`config.mk`:
```
export PLATFORM = sky130hd
export DESIGN_NAME = par2serial_tx
export DESIGN_NICKNAME = d
export VERILOG_FILES = /design/src/rtl/par2serial_tx.sv
export SDC_FILE = /design/constraint.sdc
export NUM_CORES = 1
export LEC_CHECK = 0
export BUFFER_PORTS_ARGS = -buffer_cell sky130_fd_sc_hd__clkbuf_2
export CORE_MARGIN = 2
export CORE_UTILIZATION = 30
export DETAILED_ROUTE_END_ITERATION = 8
export GPL_TIMING_DRIVEN = 0
export PLACE_DENSITY = 0.6
export SLEW_MARGIN = 20
export SYNTH_ARGS = -nofsm -noshare
export SYNTH_HDL_FRONTEND = slang
export SYNTH_SLANG_ARGS = --single-unit
```
`constraint.sdc`:
```
create_clock -name clk -period 1.69 [get_ports clk]
set_input_delay 0.169 -clock clk [delete_from_list [all_inputs] [get_ports clk]]
set_output_delay 0.169 -clock clk [all_outputs]
set_load 0.005 [all_outputs]
```
`src/rtl/par2serial_tx.sv`:
```
// Byte-to-serial transmit stage: MSB-first, COM (8'hBC) filler, SYNC training run after reset.
// Optional accepted-byte counter output frame_cnt enabled by PAR2SER_FRAME_CNT_EN.
module par2serial_tx #(
  parameter int unsigned SYNC_COUNT = 4,
  parameter logic [7:0]  COM_BYTE   = 8'hBC
) (
  input  logic       clk,
  input  logic       reset,
  input  logic [7:0] data_in,
  input  logic       valid_in,
  output logic       ready,
  output logic       data_out,
  output logic       synced
`ifdef PAR2SER_FRAME_CNT_EN
  ,
  output logic [7:0] frame_cnt
`endif
);

  localparam int unsigned CW = (SYNC_COUNT < 2) ? 1 : $clog2(SYNC_COUNT + 1);

  typedef enum logic {
    SYNC   = 1'b0,
    ACTIVE = 1'b1
  } state_e;

  state_e          state_q;
  logic [2:0]      bit_cnt_q;
  logic [7:0]      shreg_q;
  logic [CW-1:0]   com_cnt_q;
  logic            data_out_q;
  logic            synced_q;
  logic            frame_end;
  logic            accept;

  assign frame_end = (bit_cnt_q == 3'd7);
  assign ready     = (state_q == ACTIVE) && frame_end;
  assign accept    = ready && valid_in;
  assign data_out  = data_out_q;
  assign synced    = synced_q;

  // Serialiser and SYNC->ACTIVE sequencing; ~bit_cnt_q selects bit 7-bit_cnt (MSB first).
  always_ff @(posedge clk) begin
    if (reset) begin
      state_q    <= SYNC;
      bit_cnt_q  <= 3'd0;
      shreg_q    <= COM_BYTE;
      com_cnt_q  <= '0;
      data_out_q <= 1'b0;
      synced_q   <= 1'b0;
    end else begin
      data_out_q <= shreg_q[~bit_cnt_q];
      bit_cnt_q  <= bit_cnt_q + 3'd1;
      if (frame_end) begin
        shreg_q <= accept ? data_in : COM_BYTE;
        if (state_q == SYNC) begin
          com_cnt_q <= com_cnt_q + CW'(1);
          if (com_cnt_q == CW'(SYNC_COUNT - 1)) begin
            state_q  <= ACTIVE;
            synced_q <= 1'b1;
          end
        end
      end
    end
  end

`ifdef PAR2SER_FRAME_CNT_EN
  logic [7:0] frame_cnt_q;

  // Counts accepted data bytes only; COM filler frames are never counted.
  always_ff @(posedge clk) begin
    if (reset) begin
      frame_cnt_q <= 8'd0;
    end else if (accept) begin
      frame_cnt_q <= frame_cnt_q + 8'd1;
    end
  end

  assign frame_cnt = frame_cnt_q;
`else
  // Counter absent in this build; serial path is unaffected.
`endif

endmodule

```
==> results.sh <==
export IMPL_path_buf_inv=2
export IMPL_ioPinCount=14
export IMPL_cts_path_max_buffers=2
export IMPL_slowest_delay_ns=0.34
export IMPL_tightest_slew_ns=0.4273
export IMPL_syn_area_sq_um=725.7
export IMPL_synth_warning_count=0
export IMPL_cp_data_arrival_time_ns=1.43
export IMPL_num_antenna_cells=0
export IMPL_port_buffers=13
export IMPL_drt_wirelength_per_cell_microns=11.03
export IMPL_worst_endpoint_required_ns=1.52
export IMPL_numCtsBuffers=3
export IMPL_cp_start_kind="register"
export IMPL_post_place_ws_ns=0.1386
export IMPL_avgSynthCellArea_sq_um=9.676
export IMPL_drt_first_pass_iters=4
export IMPL_clock_sinks=17
export IMPL_hold_depth=3
export IMPL_synth_cell_type_count=22
export IMPL_grt_ovfl_total=0
export IMPL_slowest_stage="dfxtp_2"
export IMPL_synth_top_area_share_pct=46.90
export IMPL_rows=17
export IMPL_p_leak_nw=0.3834
export IMPL_drc_errors=0
export IMPL_finalSetupViolCount=0
export IMPL_hpwl_microns=1035
export IMPL_slew_headroom_pct=71.52
export IMPL_status="completed"
export IMPL_ff_latch_area_sq_um=342.8
export IMPL_final_max_slew_violation_count=0
export IMPL_clk_pin_slew_ns=0.10
export IMPL_timing_reg2reg_setup_slack_ns=0.26
export IMPL_crit_chain="ha_1 -> ha_1 -> buf_6 -> and2_1 -> clkbuf_2"
export IMPL_path_class="reg -> out"
export IMPL_min_period_over_period_pct=94.57
export IMPL_initial_utilization_pct=32.19
export IMPL_vdd_drop_max_uv=246.4
export IMPL_final_area_sq_um=864.6
export IMPL_coreArea_sq_um=2255
export IMPL_grt_pass1_vias=493
export IMPL_ys_ff_latch=17
export IMPL_drt_iter0_markers=9
export IMPL_cts_root_buffer="clkbuf_4"
export IMPL_setup_tns_ns=0
export IMPL_hold_viol=0
export IMPL_cpLargestDelayFamily="adder cells"
export IMPL_ff2ff_path_depth=5
export IMPL_grt_usage_pct=10.89
export IMPL_finalNetCount=108
export IMPL_power_density_nw_per_um2=790.6
export IMPL_maxCapViolCount=0
export IMPL_place_area_sq_um=825.8
export IMPL_multi_input_area_sq_um=355.3
export IMPL_endpoint_kind="output pin"
export IMPL_dieArea_sq_um=2829
export IMPL_cts_htree_levels=1
export IMPL_syn_num_nets=90
export IMPL_postSynthCellCount=75
export IMPL_r2r_end="com_cnt_q[1]$_SDFFE_PP0P_"
export IMPL_grt_max_degree=20
export IMPL_clock_latency_ns=0.29
export IMPL_fin_crit_ns=1.598
export IMPL_max_freq_mhz=625.7
export IMPL_yosysTopAreaCell="dfxtp_1"
export IMPL_setup_slack_ns=0.09173
export IMPL_die_h_microns=53.19
export IMPL_cp_max_fo=19
export IMPL_vias=554
export IMPL_ant_nets=0
export IMPL_cts_tree="done"
export IMPL_seq_area_frac_synth_pct=46.90
export IMPL_fin_skew_ns=0.004700
export IMPL_rsz0062_at_grt="no"
export IMPL_n_fill_cell=244
export IMPL_place_gp_congestion=0.7259
export IMPL_area_growth_pct=19.14
export IMPL_vias_per_cell=4.617
export IMPL_final_core_util_pct=38.35
export IMPL_die_width_microns=53.19
export IMPL_crit_top_cell="ha_1"
export IMPL_hold_start="data_in[5]"
export IMPL_r2r_start="bit_cnt_q[1]$_SDFF_PP0_"
export IMPL_grt_pass1_wl_microns=2111
export IMPL_drive_gt1_share_pct=23.91
export IMPL_min_to="shreg_q[5]$_SDFFE_PP1N_"
export IMPL_yosys_top_cells_area="dfxtp_1 (47%), ha_1 (6.9%), nor2_1 (6.7%)"
export IMPL_antenna_found_initial=0
export IMPL_wl_microns=1323
export IMPL_hold_class="in -> reg"
[synth_stat cells, drive strengths merged]
cell type,count
clkbuf,2
nor2,13
mux4,1
nor2b,3
ha,4
a21oi,4
a21o,1
mux2i,3
nand4,3
o21bai,5
nor3b,5
and2,1
a31oi,1
buf,2
xnor2,1
inv,3
nand2,1
a211oi,1
dfxtp,17
a311oi,1
nand2b,3
[worst max-delay path by stage]
stage / startpoint / end / cells after the start
2_1_floorplan: bit_cnt_q[0]$_SDFF_PP0_ / ready / 5
3_3_place_gp: bit_cnt_q[0]$_SDFF_PP0_ / ready / 6
4_1_cts: bit_cnt_q[0]$_SDFF_PP0_ / ready / 5
3_5_place_dp: bit_cnt_q[1]$_SDFF_PP0_ / ready / 6
6_report: bit_cnt_q[0]$_SDFF_PP0_ / ready / 5
5_1_grt: bit_cnt_q[0]$_SDFF_PP0_ / ready / 5
[registers in the layout (all words and copies together) (netlist names)]
signal and flops:
data_out 1, shreg_q 8, state_q 1, bit_cnt_q 3, synced 1, com_cnt_q 3
[logic make-up (layout without fill, tap and decap cells)]
| group | after synthesis | after routing | share of synthesized area [%] |
|---|---|---|---|
| compound gates | 13 | 13 | 12.07 |
| xor+xnor | 1 | 1 | 1.207 |
| fa+ha+maj | 4 | 4 | 6.897 |
| buf+inv | 7 | 24 | 4.137 |
| flops | 17 | 17 | 46.90 |
| mux | 4 | 4 | 7.759 |
| simple gates | 29 | 29 | 21.04 |
[power breakdown]
group | switching [mW] | total, mW | internal, mW
clock | 0.130 | 0.218 | 0.0880
sequential | 0.00738 | 0.417 | 0.410
combinational | 0.0200 | 0.0484 | 0.0284
[cell usage in the layout, fill, tap and decap left out, types with 2 or more instances in the layout]
| master | synthesis | final |
|---|---|---|
| a21oi_1 | 4 | 4 |
| clkbuf_2 | 1 | 14 |
| clkbuf_4 | 0 | 3 |
| dfxtp_1 | 17 | 15 |
| dfxtp_2 | 0 | 2 |
| ha_1 | 4 | 4 |
| inv_1 | 3 | 3 |
| mux2i_1 | 3 | 3 |
| nand2b_1 | 3 | 3 |
| nand4_1 | 3 | 3 |
| nor2_1 | 13 | 13 |
| nor2b_1 | 3 | 3 |
| nor3b_1 | 5 | 5 |
| o21bai_1 | 5 | 5 |
[metal layers]
layer	global-route usage [%]	part of all wire, %	wire length [microns]	up-vias
li1	-	-	-	294
met1	12.26	46	607	246
met2	16.88	47	620	9
met3	2.260	3.3	43	5
met4	10.26	4.0	53	0
met5	0	0	0	-
[worst register-to-register path: cells and delay by family, from the launching register on]
family,cells,cell delay (ns)
simple gates,2,0.39
fa+ha+maj,2,0.34
mux,1,0.24
flops,1,0.37
[cell type report]
| class | count | share of cell area, % |
|---|---|---|
| Clock buffer | 3 | 2.605 |
| Clock inverter | 1 | 0.5789 |
| Sequential cell | 17 | 39.65 |
| Buffer | 3 | 2.315 |
| Inverter | 3 | 1.302 |
| Tap cell | 28 | 4.052 |
| Multi-Input combinational cell | 51 | 41.10 |
| Timing Repair Buffer | 14 | 8.394 |
[stage by stage]
| stage | hold slack, ns | instances | total power [mW] |
|---|---|---|---|
| floorplan | 0.2406 | 75 | 0.4498 |
| global placement | 0.4116 | 116 | 0.4711 |
| detailed placement | 0.4183 | 116 | 0.4724 |
| CTS | 0.1132 | 119 | 0.6883 |
| global route | 0.1062 | 120 | 0.7181 |
| finish | 0.1202 | 120 | 0.6835 |
[repair_timing]
item                       CTS  global route
setup endpoints to repair    1             1
setup buffers                0             1
resized for setup            1             3
hold buffers                 0             0
No activity file was read; power rests on OpenSTA's default activity.
